`src/rtl/simd_mem_pkg.sv`:
```
// rtl/simd_mem_pkg.sv - shared types and RAM geometry for the vector data-RAM arbiter
package simd_mem_pkg;

  localparam int RAM_AW  = 14;
  localparam int RAM_DW  = 256;
  localparam int RAM_BEW = 32;

  typedef enum logic [1:0] {IDLE, ISSUE, RD_WAIT} arb_state_t;
  typedef enum logic {REQ_P, REQ_L} req_id_t;

  function automatic req_id_t other_req(input req_id_t id);
    return (id == REQ_P) ? REQ_L : REQ_P;
  endfunction

endpackage

```
`src/rtl/simd_rr_arbiter2.sv`:
```
// rtl/simd_rr_arbiter2.sv - two-way round-robin pick with a registered last-grant pointer
module simd_rr_arbiter2
  import simd_mem_pkg::*;
(
  input  logic    clk,
  input  logic    reset,
  input  logic    req_p,
  input  logic    req_l,
  input  logic    take,
  output logic    valid,
  output req_id_t winner
);

  req_id_t last_q, last_d;

  always_comb begin
    valid = req_p | req_l;
    if (req_p && req_l) begin
      winner = other_req(last_q);
    end else if (req_p) begin
      winner = REQ_P;
    end else begin
      winner = REQ_L;
    end
    last_d = last_q;
    if (take && valid) begin
      last_d = winner;
    end
  end

  // Pointer starts at L so that P wins the first tie.
  always_ff @(posedge clk or negedge reset) begin
    if (!reset) begin
      last_q <= REQ_L;
    end else begin
      last_q <= last_d;
    end
  end

endmodule

```
`src/rtl/simd_mem_arbiter.sv`:
```
// rtl/simd_mem_arbiter.sv - arbitrates the 256-bit vector data-RAM port between processor (P) and loader (L)
// Define SIMD_ARB_PERF_EN to add saturating grant and conflict counters.
module simd_mem_arbiter
  import simd_mem_pkg::*;
#(
  parameter int RD_LAT = 2,
  parameter int AW     = RAM_AW
) (
  input  logic               clk,
  input  logic               reset,
  input  logic               req_p,
  input  logic               req_l,
  input  logic               we_p,
  input  logic               we_l,
  input  logic [AW-1:0]      addr_p,
  input  logic [AW-1:0]      addr_l,
  input  logic [RAM_BEW-1:0] byteena_p,
  input  logic [RAM_BEW-1:0] byteena_l,
  input  logic [RAM_DW-1:0]  wdata_p,
  input  logic [RAM_DW-1:0]  wdata_l,
  output logic               gnt_p,
  output logic               gnt_l,
  output logic               rvalid_p,
  output logic               rvalid_l,
  output logic [RAM_DW-1:0]  rdata,
  output logic               busy,
  output logic [AW-1:0]      address_RAM,
  output logic [RAM_BEW-1:0] byteena_RAM,
  output logic [RAM_DW-1:0]  writeData_RAM,
  output logic               rden_RAM,
  output logic               wren_RAM,
  input  logic [RAM_DW-1:0]  readData_RAM
`ifdef SIMD_ARB_PERF_EN
  ,
  output logic [31:0]        cnt_p,
  output logic [31:0]        cnt_l,
  output logic [31:0]        cnt_conflict
`endif
);

  localparam logic [2:0] LAT_LOAD = 3'(RD_LAT - 1);

  arb_state_t         state_q, state_d;
  req_id_t            owner_q, owner_d, arb_winner;
  logic               arb_valid, arb_take;
  logic [2:0]         lat_q, lat_d;
  logic               gnt_p_q, gnt_p_d, gnt_l_q, gnt_l_d;
  logic               rvalid_p_q, rvalid_p_d, rvalid_l_q, rvalid_l_d;
  logic               rden_q, rden_d, wren_q, wren_d;
  logic [RAM_DW-1:0]  rdata_q, rdata_d, wdata_q, wdata_d;
  logic [AW-1:0]      addr_q, addr_d;
  logic [RAM_BEW-1:0] be_q, be_d;

  logic               sel_p, sel_we;
  logic [AW-1:0]      sel_addr;
  logic [RAM_BEW-1:0] sel_be;
  logic [RAM_DW-1:0]  sel_wdata;

  simd_rr_arbiter2 u_rr (
    .clk    (clk),
    .reset  (reset),
    .req_p  (req_p),
    .req_l  (req_l),
    .take   (arb_take),
    .valid  (arb_valid),
    .winner (arb_winner)
  );

  assign arb_take  = (state_q == IDLE);
  assign sel_p     = (arb_winner == REQ_P);
  assign sel_we    = sel_p ? we_p      : we_l;
  assign sel_addr  = sel_p ? addr_p    : addr_l;
  assign sel_be    = sel_p ? byteena_p : byteena_l;
  assign sel_wdata = sel_p ? wdata_p   : wdata_l;

  always_comb begin
    state_d    = state_q;
    owner_d    = owner_q;
    lat_d      = lat_q;
    gnt_p_d    = 1'b0;
    gnt_l_d    = 1'b0;
    rvalid_p_d = 1'b0;
    rvalid_l_d = 1'b0;
    rden_d     = 1'b0;
    wren_d     = 1'b0;
    rdata_d    = rdata_q;
    wdata_d    = wdata_q;
    addr_d     = addr_q;
    be_d       = be_q;
    case (state_q)
      IDLE: begin
        if (arb_valid) begin
          owner_d = arb_winner;
          gnt_p_d = sel_p;
          gnt_l_d = ~sel_p;
          addr_d  = sel_addr;
          wdata_d = sel_wdata;
          // Reads present full-width enables so the RAM returns the whole word.
          be_d    = sel_we ? sel_be : '1;
          wren_d  = sel_we;
          rden_d  = ~sel_we;
          state_d = ISSUE;
        end
      end
      ISSUE: begin
        if (wren_q) begin
          state_d = IDLE;
        end else begin
          lat_d   = LAT_LOAD;
          state_d = RD_WAIT;
        end
      end
      RD_WAIT: begin
        if (lat_q == 3'd0) begin
          rdata_d    = readData_RAM;
          rvalid_p_d = (owner_q == REQ_P);
          rvalid_l_d = (owner_q == REQ_L);
          state_d    = IDLE;
        end else begin
          lat_d = lat_q - 3'd1;
        end
      end
      default: state_d = IDLE;
    endcase
  end

  always_ff @(posedge clk or negedge reset) begin
    if (!reset) begin
      state_q    <= IDLE;
      owner_q    <= REQ_P;
      lat_q      <= '0;
      gnt_p_q    <= 1'b0;
      gnt_l_q    <= 1'b0;
      rvalid_p_q <= 1'b0;
      rvalid_l_q <= 1'b0;
      rden_q     <= 1'b0;
      wren_q     <= 1'b0;
      rdata_q    <= '0;
      wdata_q    <= '0;
      addr_q     <= '0;
      be_q       <= '0;
    end else begin
      state_q    <= state_d;
      owner_q    <= owner_d;
      lat_q      <= lat_d;
      gnt_p_q    <= gnt_p_d;
      gnt_l_q    <= gnt_l_d;
      rvalid_p_q <= rvalid_p_d;
      rvalid_l_q <= rvalid_l_d;
      rden_q     <= rden_d;
      wren_q     <= wren_d;
      rdata_q    <= rdata_d;
      wdata_q    <= wdata_d;
      addr_q     <= addr_d;
      be_q       <= be_d;
    end
  end

  assign gnt_p         = gnt_p_q;
  assign gnt_l         = gnt_l_q;
  assign rvalid_p      = rvalid_p_q;
  assign rvalid_l      = rvalid_l_q;
  assign rdata         = rdata_q;
  assign busy          = (state_q != IDLE);
  assign address_RAM   = addr_q;
  assign byteena_RAM   = be_q;
  assign writeData_RAM = wdata_q;
  assign rden_RAM      = rden_q;
  assign wren_RAM      = wren_q;

`ifdef SIMD_ARB_PERF_EN
  logic [31:0] cnt_p_q, cnt_p_d, cnt_l_q, cnt_l_d, cnt_conf_q, cnt_conf_d;

  always_comb begin
    cnt_p_d    = cnt_p_q;
    cnt_l_d    = cnt_l_q;
    cnt_conf_d = cnt_conf_q;
    if (gnt_p_d && (cnt_p_q != '1)) cnt_p_d = cnt_p_q + 32'd1;
    if (gnt_l_d && (cnt_l_q != '1)) cnt_l_d = cnt_l_q + 32'd1;
    if ((state_q == IDLE) && req_p && req_l && (cnt_conf_q != '1)) begin
      cnt_conf_d = cnt_conf_q + 32'd1;
    end
  end

  always_ff @(posedge clk or negedge reset) begin
    if (!reset) begin
      cnt_p_q    <= '0;
      cnt_l_q    <= '0;
      cnt_conf_q <= '0;
    end else begin
      cnt_p_q    <= cnt_p_d;
      cnt_l_q    <= cnt_l_d;
      cnt_conf_q <= cnt_conf_d;
    end
  end

  assign cnt_p        = cnt_p_q;
  assign cnt_l        = cnt_l_q;
  assign cnt_conflict = cnt_conf_q;
`endif

endmodule

```
`config.mk`:
```
export PLATFORM = sky130hd
export DESIGN_NAME = simd_mem_arbiter
export DESIGN_NICKNAME = d
export VERILOG_FILES = /design/src/rtl/simd_mem_pkg.sv /design/src/rtl/simd_rr_arbiter2.sv /design/src/rtl/simd_mem_arbiter.sv
export SDC_FILE = /design/constraint.sdc
export NUM_CORES = 1
export LEC_CHECK = 0
export ABC_AREA = 1
export ABC_CLOCK_PERIOD_IN_PS = 1740
export CAP_MARGIN = 5
export CELL_PAD_IN_SITES_DETAIL_PLACEMENT = 0
export CELL_PAD_IN_SITES_GLOBAL_PLACEMENT = 1
export CORE_AREA = 3 3 554 556
export CTS_CLUSTER_DIAMETER = 100
export CTS_CLUSTER_SIZE = 30
export DETAILED_ROUTE_END_ITERATION = 10
export DIE_AREA = 0 0 557 559
export MAX_ROUTING_LAYER = met4
export PLACE_DENSITY_LB_ADDON = 0.15
export RECOVER_POWER = 50
export SLEW_MARGIN = 10
export SYNTH_ARGS = -nofsm -noshare
export SYNTH_HDL_FRONTEND = slang
export SYNTH_HIERARCHICAL = 1
export SYNTH_SLANG_ARGS = --single-unit
```
`constraint.sdc`:
```
create_clock -name clk -period 1.74 [get_ports clk]
set_input_delay 0.348 -clock clk [delete_from_list [all_inputs] [get_ports clk]]
set_output_delay 0.348 -clock clk [all_outputs]
set_load 0.005 [all_outputs]
```
# After elaboration in Yosys (flattened, before gate mapping)
# Index checks and enable logic that the tools add are counted.
# W data, S select, Z words.
totals:
  input_bits: 866
  elab_cells: 62
  regBits: 571
op_classes:
  bitwise_logic: 4
  muxes: 27
  reduce_logical: 10
  n_eq_ne: 6
  n_addsub: 1
op_table:
  columns: ["cell", "n"]
  rows:
  - ["$mux W256", 1]
  - ["$mux W32", 2]
  - ["$mux W1", 16]
  - ["$mux W14", 1]
  - ["$ne A2 B2 Y1 const B", 4]
  - ["$mux W2", 3]
  - ["$mux W3", 2]
  - ["$pmux W2 S3", 1]
  - ["$pmux W3 S2", 1]
  - ["$reduce_and A2 Y1", 3]
  - ["$reduce_bool A2 Y1", 2]
  - ["$logic_not A3 Y1", 1]
  - ["$not A1 Y1", 3]
  - ["$reduce_and A3 Y1", 1]
  - ["$sub A3 B1 Y3 const B", 1]
  - ["$eq A2 B1 Y1 const B", 1]
  - ["$eq A2 B2 Y1 const B", 1]
  - ["$logic_and A1 B1 Y1", 2]
  - ["$logic_not A2 Y1", 1]
  - ["$or A1 B1 Y1", 1]

# Logic depth before layout (Yosys ltp)
# Gate-level depths: netlist of run 1.
logic_depth:
  word_depth: 6
  depth_mapped: 11
  ltp_nobuf: 9

# Modules after synthesis
# The synthesis of run 1 kept the hierarchy.
modules_own_cells:
  columns: ["mod", "cells_each", "instances", "area_per_inst_um2"]
  rows:
  - ["simd_mem_arbiter", 3482, 1, 25436.9]
  - ["simd_rr_arbiter2", 9, 1, 60.1]

# Worst setup path before layout of run 1
# Ideal clock, no wire load.
synth_path:
  path_kind: "register to register"
  from: "reg u_rr.last_q"
  to: "reg wdata_q[196], in the netlist writeData_RAM[196]"
  path_stages_with_launch: 12
  path_buffers: 3
  synth_period_minus_slack_ns: 1.571
  setup_slack_ns: 0.169
  t_arrival_ns: 1.506
  path_cell_list: "dfstp_2 > inv_1 > nand2_1 > nand2_1 > buf_2 > inv_2 > buf_2 > clkbuf_1 > nand2_1 > nand2_1 > nand2_1 > nand2_1"
synth_via:
  elab_chain_len: 3
synth_rtl:
  columns: ["element", "line", "source"]
  rows:
  - ["start: declaration", "simd_rr_arbiter2.sv:14", "req_id_t last_q, last_d;"]
  - ["start signal: assignment", "simd_rr_arbiter2.sv:36", "last_q <= last_d;"]
  - ["$mux W1", "simd_mem_pkg.sv:12", "return (id == REQ_P) ? REQ_L : REQ_P;"]
  - ["$mux W1", "simd_rr_arbiter2.sv:18", "if (req_p && req_l) begin"]
  - ["via arb_winner", "simd_mem_arbiter.sv:44", "req_id_t owner_q, owner_d, arb_winner;"]
  - ["$mux W256", "simd_mem_arbiter.sv:74", "assign sel_wdata = sel_p ? wdata_p : wdata_l;"]
  - ["end signal: assignment", "simd_mem_arbiter.sv:153", "wdata_q <= wdata_d;"]
  - ["end: declaration", "simd_mem_arbiter.sv:50", "logic [RAM_DW-1:0] rdata_q, rdata_d, wdata_q, wdata_d;"]
# The timed path passes the listed nets, and every way through them passes these cells.
# A chain may end at the register's enable or synchronous reset.

# Worst setup path after layout of run 1
layout_path:
  from: "reg lat_q[0]"
  to: "reg rdata_q[209], in the netlist rdata[209]"
layout_via:
  elab_chain_len: 2
layout_rtl:
  columns: ["element", "line", "source"]
  rows:
  - ["start: declaration", "simd_mem_arbiter.sv:46", "logic [2:0] lat_q, lat_d;"]
  - ["start signal: assignment", "simd_mem_arbiter.sv:145", "lat_q <= lat_d;"]
  - ["$logic_not A3 Y1", "simd_mem_arbiter.sv:114", "if (lat_q == 3'd0) begin"]
  - ["$reduce_and A2 Y1 (no source line)", null, null]
  - ["end signal: assignment", "simd_mem_arbiter.sv:152", "rdata_q <= rdata_d;"]
  - ["end: declaration", "simd_mem_arbiter.sv:50", null]
# Every way passes these cells.

==> results of run 1 <==
## layer usage
metal / vias to the layer above / global-route usage
met5: - / -
li1: 13800 / -
met1: 13400 / 0.134
met4: 0 / 0.0295
met3: 139 / 0.0441
met2: 1022 / 0.230
## layout make-up
cell class                      count  area, um2  share of cell area
Sequential cell                   571      14300               0.288
Clock inverter                     46        596              0.0119
Antenna cell                       36       90.1             0.00181
Timing Repair Buffer             1817      17400               0.350
Multi-Input combinational cell   2651      10300               0.206
Inverter                           77        333             0.00667
Clock buffer                       76       1850              0.0370
Tap cell                         3978       4980              0.0998
## cell usage after synthesis (all sizes together)
cell    count  share of area
or2         1        0.00025
nand3       7         0.0014
nand2    2629           0.39
nand4       2        0.00049
ha          2        0.00098
clkbuf     51         0.0075
nor2        9         0.0015
inv        77          0.011
dfrtp     570           0.56
buf       141          0.029
dfstp       1         0.0010
a21oi       1        0.00020
## registers in the layout, summed over array words and instances (netlist names)
signal / cells
gnt_p: 1
byteena_RAM: 32
wren_RAM: 1
writeData_RAM: 256
owner_q: 1
rvalid_p: 1
rdata: 256
rvalid_l: 1
state_q: 2
lat_q: 3
address_RAM: 14
rden_RAM: 1
u_rr/last_q: 1
gnt_l: 1
## logic make-up (layout without fill, tap and decap cells)
family          Yosys count  after routing  share of synthesized area
buf+inv                 269           2016                     0.0476
simple gates           2648           2648                      0.391
other cells               0             36                          0
flops                   571            571                      0.560
fa+ha+maj                 2              2                   0.000981
compound gates            1              1                   0.000196
## stage by stage
stage / std cells / cell area [um2] / util / setup TNS [ps] / setup slack [ps]
after global placement: 8927 / 46500 / 0.154 / -176510 / -594
after CTS: 9198 / 49200 / 0.163 / -42060 / -196
after global routing: 9248 / 49900 / 0.165 / -62110 / -186
after floorplan: 3491 / 25500 / - / 0 / 169
after detailed placement: 8927 / 46500 / 0.154 / -172630 / -591
final: 9252 / 49900 / 0.165 / -4000 / -53.9
## placed cells by master, fill, tap and decap left out, types with 38 or more instances in the layout
| cell | n |
|---|---|
| clkbuf_16 | 83 |
| buf_4 | 268 |
| buf_2 | 287 |
| dfrtp_1 | 532 |
| dfrtp_2 | 38 |
| nand2_1 | 2561 |
| inv_1 | 71 |
| nand2_2 | 55 |
| buf_12 | 74 |
| buf_6 | 276 |
| clkdlybuf4s50_1 | 864 |
## worst min-delay path by stage
stage,startpoint,end,slack (ps)
final,readData_RAM[237],rdata[237],110
after global placement,reset,rdata[97],270
after floorplan,reset,address_RAM[0],50
after global routing,readData_RAM[151],rdata[151],50
after detailed placement,reset,rdata[97],270
after CTS,readData_RAM[19],rdata[19],2
## worst min-delay path: cells and delay by family
family	cells	cell delay, ps
buf+inv	1	400
simple gates	2	110
## power groups by stage
| stage | sequential, W | combinational, W | clock, W |
|---|---|---|---|
| 6_report | 0.0247 | 0.0399 | 0.0164 |
| 5_1_grt | 0.0257 | 0.0443 | 0.0178 |
| 4_1_cts | 0.0251 | 0.0406 | 0.0175 |
| 3_5_place_dp | 0.0248 | 0.0404 | 0 |
| 3_3_place_gp | 0.0248 | 0.0407 | 0 |
| 2_1_floorplan | 0.0238 | 0.0113 | 0 |
## timing repair
action / CTS / global route
buffers inserted: 145 / 5
hold buffers: 3 / 0
endpoints found under the setup margin: 984 / 864
gates cloned: 1 / 14
pin swaps: 0 / 16
hold endpoints to repair: 469 / 0
resized for setup: 2781 / 88
==> results.py, run 1 <==
metrics = {
    "placed_design": {
        "io_buffers": 1430,
        "place.gp.congestion": 0.787,
        "dpl.hpwl_mm": 166,
    },
    "run_status": {
        "violations": "setup timing",
        "status": "finished, violations left",
    },
    "global_routing": {
        "grt_max_degree": 96,
        "grt_pass1_vias": 30800,
        "grtUsageTotal": 0.128,
        "overflow": 0,
        "grt_first_pass_wirelength_mm": 270,
        "antenna_found_initial": 34,
    },
    "worst_setup_path": {
        "crit_chain": "inv_1 -> ha_2 -> ha_4 -> inv_4 -> nor2_4 -> buf_12 -> inv_16 -> buf_16 -> nand2_1 -> nand2_1",
        "setup.worst_path.class": "reg2reg",
        "crit_required_ps": 2380,
        "rr_worst_depth": 10,
        "path_delay_family": "buffers and inverters",
        "cp_common_cell": "nand2_1",
        "rr_startpoint": "lat_q[0]",
        "cp-end-kind": "flop",
        "critical_path_depth": 10,
        "startpoint": "lat_q[0]",
        "path_buf_inv": 5,
        "startpoint_type": "flop",
        "slowest_delay_ps": 370,
        "endpoint": "rdata[209]",
        "arrival_ps": 2430,
        "r2r-end": "rdata[209]",
        "rrSetupSlack_ps": -50,
        "cp_slowest_cell": "dfrtp_1",
        "cp_max_fo": 25,
    },
    "finish": {
        "fillers": 34600,
        "drive_above_1_share": 0.226,
        "syn2layout_area_growth_pct": 95.6,
        "nets": 6056,
    },
    "yosys": {
        "synthDistinctLibCells": 17,
        "synth-seq-area-share": 0.560,
        "ys_ff_latch": 571,
        "avgSynthCellArea_um2": 7.30,
        "postSynthCellCount": 3491,
        "syn_nets": 4359,
        "syn_area_um2": 25500,
        "yosysWarningCount": 6,
    },
    "clocking": {
        "path_clk_slew_ps": 100,
        "clkSinkCount": 571,
        "cts_inserted_buffers": 70,
        "clk_latency_ps": 750,
        "cts-root-buf": "clkbuf_16",
        "htree_levels": 3,
        "cts_tree": "yes",
        "cts_buffer_depth": 4,
    },
    "power": {
        "clock_power_share": 0.202,
        "p_leak_nw": 24.8,
        "pwr-share-seq": 0.305,
        "ir_drop_v": 0.000736,
        "power.total_w": 0.0810,
        "switchingPower_w": 0.0336,
        "intPower_w": 0.0475,
        "power.density_nw_per_um2": 1620,
        "combPwrFrac": 0.492,
        "swShare": 0.414,
    },
    "sta": {
        "rsz0062_at_grt": "true",
        "final-hold-violation-count": 0,
        "tightest_slew_ps": 896,
        "slew_headroom": 0.403,
        "timing.final.crit_share": 1.03,
        "finalSetupViolCount": 182,
        "fmax_ghz": 0.557,
        "period_minus_slack_ps": 1790,
        "slew_violations": 0,
        "setup_slack_ps": -53.9,
        "hold_ws_ps": 113,
        "fin_worst_skew_ps": 40.7,
    },
    "route": {
        "drtAntennaViolNets": 0,
        "routed_wl_mm": 204,
        "wl_per_cell_um": 22.0,
        "wl_met2_mm": 105,
        "num_vias": 28400,
        "firstDrtPassIters": 5,
        "highest_layer": "met4",
        "met3_wirelength_mm": 16.8,
        "drc": 0,
        "via_per_inst": 3.07,
        "met1_length_mm": 77.3,
        "drt_iter0_drc": 1249,
    },
    "floorplanning": {
        "die_h_um": 559,
        "initial_core_util": 0.0843,
        "die_w_um": 557,
        "core_um2": 303000,
        "io_pins": 1431,
        "die-area_um2": 311000,
        "num_rows": 202,
    },
    "min_path": {
        "hold_path_depth": 3,
        "hp-class": "in2reg",
    },
    "run": {
        "maxCapViolCount": 0,
    },
}
Power figures use the tool's default switching activity.
==> inputs of run 2 (changes only) <==
--- a/config.mk
+++ b/config.mk
@@ -6,15 +6,15 @@
 export NUM_CORES = 1
 export LEC_CHECK = 0
 export ABC_AREA = 1
-export ABC_CLOCK_PERIOD_IN_PS = 1740
+export ABC_CLOCK_PERIOD_IN_PS = 1600
 export CAP_MARGIN = 5
 export CELL_PAD_IN_SITES_DETAIL_PLACEMENT = 0
 export CELL_PAD_IN_SITES_GLOBAL_PLACEMENT = 1
-export CORE_AREA = 3 3 554 556
+export CORE_AREA = 3 3 559 561
 export CTS_CLUSTER_DIAMETER = 100
 export CTS_CLUSTER_SIZE = 30
 export DETAILED_ROUTE_END_ITERATION = 10
-export DIE_AREA = 0 0 557 559
+export DIE_AREA = 0 0 562 564
 export MAX_ROUTING_LAYER = met4
 export PLACE_DENSITY_LB_ADDON = 0.15
 export RECOVER_POWER = 50
==> constraint.sdc (replaced) <==
create_clock -name clk -period 1.6 [get_ports clk]
set_input_delay 0.32 -clock clk [delete_from_list [all_inputs] [get_ports clk]]
set_output_delay 0.32 -clock clk [all_outputs]
set_load 0.005 [all_outputs]
==> run 2 against run 1 <==
  * The flow still finishes with violations (setup timing)
  * Die area rose by 1.8%
  * Worst hold slack improved by 26 ps
  * Clock power fell by 9.8%
  * First-iteration DRC count fell by 1.8%
  * Non-clock buffer count rose by 18
  * Cell area rose by 1.5%
  * Global-route usage fell by 0.18 points
  * Critical path depth rose by 2
  * Largest power group unchanged
==> results.py, run 2 (synthesis results as in run 1) <==
metrics = {
    "run_status": {
        "status": "finished, violations left",
        "violations": "setup timing",
    },
    "finish": {
        "nets": 6060,
        "final_common_cell": "nand2_1",
        "drive_above_1_share": 0.230,
        "final_cells": 9407,
        "fin_area_um2": 50600,
        "fillers": 35400,
        "syn2layout_area_growth_pct": 98.4,
        "layout_common_cells": "nand2_1, clkdlybuf4s50_1, dfrtp_1",
    },
    "floorplanning": {
        "initial_core_util": 0.0827,
        "num_rows": 204,
        "die_w_um": 562,
        "die-area_um2": 317000,
        "core_um2": 308000,
        "io_pins": 1431,
        "die_h_um": 564,
    },
    "clocking": {
        "clk_latency_ps": 710,
        "cts_tree": "yes",
        "path_clk_slew_ps": 100,
        "cts_inserted_buffers": 53,
        "cts_buffer_depth": 3,
        "htree_levels": 2,
        "clkSinkCount": 571,
        "cts-root-buf": "clkbuf_16",
    },
    "sta": {
        "slew_headroom": 0.388,
        "tightest_slew_ps": 918,
        "fin_worst_skew_ps": 43.6,
        "timing.final.crit_share": 1.16,
        "period_minus_slack_ps": 1850,
        "setup_slack_ps": -254,
        "finalSetupViolCount": 572,
        "final.setup.tns_ps": -72750,
        "slew_violations": 0,
        "rsz0062_at_grt": "true",
        "final-hold-violation-count": 0,
        "fmax_ghz": 0.539,
    },
    "global_routing": {
        "overflow": 0,
        "grt_pass1_vias": 30600,
        "grt_max_degree": 71,
        "grt_first_pass_wirelength_mm": 270,
        "grtUsageTotal": 0.127,
        "antenna_found_initial": 61,
    },
    "route": {
        "routed_wl_mm": 207,
        "firstDrtPassIters": 5,
        "drt_iter0_drc": 1227,
        "num_vias": 28400,
        "via_per_inst": 3.02,
        "drc": 0,
        "wl_per_cell_um": 22.0,
        "drtAntennaViolNets": 0,
    },
    "placed_design": {
        "placed_cell_area_um2": 46600,
        "io_buffers": 1430,
        "dp_cells": 9050,
        "place.gp.congestion": 0.813,
        "dpl.hpwl_mm": 168,
    },
    "min_path": {
        "min-delay-start": "readData_RAM[210]",
        "hp-class": "in2reg",
    },
    "power": {
        "ir_drop_v": 0.000754,
        "p_leak_nw": 25.0,
        "power.density_nw_per_um2": 1720,
    },
    "worst_setup_path": {
        "arrival_ps": 2490,
        "startpoint_type": "flop",
        "endpoint": "rdata[38]",
        "cp_max_fo": 8,
        "rr_worst_depth": 12,
        "rr_startpoint": "lat_q[0]",
        "cp-end-kind": "flop",
        "rrSetupSlack_ps": -250,
        "setup.worst_path.class": "reg2reg",
        "r2r-end": "rdata[38]",
        "startpoint": "lat_q[0]",
        "crit_required_ps": 2240,
    },
    "run": {
        "maxCapViolCount": 0,
    },
}
==> run 2: cell types whose count changed in the layout (fill, tap and decap cells not counted), sizes merged <==
cell and delta:
buf +23, bufbuf +5, clkbuf -24, clkinv -2
clkinvlp -2, diode +16, dlygate4sd3 -2, inv -1
==> run 2: metal layers <==
layer / up-vias / track usage / routed length, um
li1: 13900 / - / -
met1: 13400 / 0.130 / 76600
met2: 1011 / 0.232 / 109000
met3: 117 / 0.0449 / 17100
met4: 0 / 0.0238 / 3650
met5: - / - / 0
==> run 2: power breakdown <==
group          switching [W]  internal, W  total, W
combinational         0.0228       0.0222    0.0450
clock                0.00777      0.00708    0.0148
sequential           0.00571       0.0217    0.0274
total                 0.0363       0.0509    0.0873
==> run 2: final cells by class <==
class | instances | area [um2] | share of cell area
timing repair inverter | 3 | 42.5 | 0.000841
clock buffer | 60 | 1400 | 0.0277
multi-input combinational | 2651 | 10300 | 0.203
inverter | 77 | 342 | 0.00675
timing repair buffer | 1835 | 18400 | 0.364
antenna | 52 | 130 | 0.00257
tap | 4120 | 5150 | 0.102
sequential | 571 | 14400 | 0.284
clock inverter | 38 | 500 | 0.00989
==> run 2: worst min-delay path by stage <==
stage / slack, ps / endpoint / depth (start not counted)
3_5_place_dp: 230 / writeData_RAM[118] / 1
6_report: 140 / rdata[210] / 3
4_1_cts: 20 / rdata[226] / 3
3_3_place_gp: 230 / writeData_RAM[118] / 1
5_1_grt: 80 / rdata[202] / 3
2_1_floorplan: 20 / address_RAM[0] / 0
==> run 2: through the flow <==
step	power (W)	setup WS [ps]	utilization	hold WS [ps]
floorplan	0.0381	28.8	-	24.4
global placement	0.0710	-609	0.151	232
detailed placement	0.0708	-591	0.151	232
CTS	0.0894	-304	0.162	21.8
global route	0.0944	-364	0.164	78.2
finish	0.0873	-254	0.164	138
==> run 2: timing repair <==
| action | CTS | global route |
|---|---|---|
| buffers inserted | 175 | 7 |
| setup endpoints to repair | 1120 | 1126 |
| hold buffers | 1 | 0 |
| endpoints found under the hold margin | 377 | 0 |
| gates cloned | 9 | 20 |
| gates resized for setup | 2890 | 84 |
| pin swaps | 11 | 13 |
==> run 2: critical path: stages (launching register included) <==
cell	delay, ps
dfrtp_1	390
inv_1	70
ha_2	190
ha_4	140
inv_4	40
nor2_4	110
buf_12	140
buf_16	150
buf_16	160
buf_12	150
buf_12	140
nand2_2	50
nand2_1	60
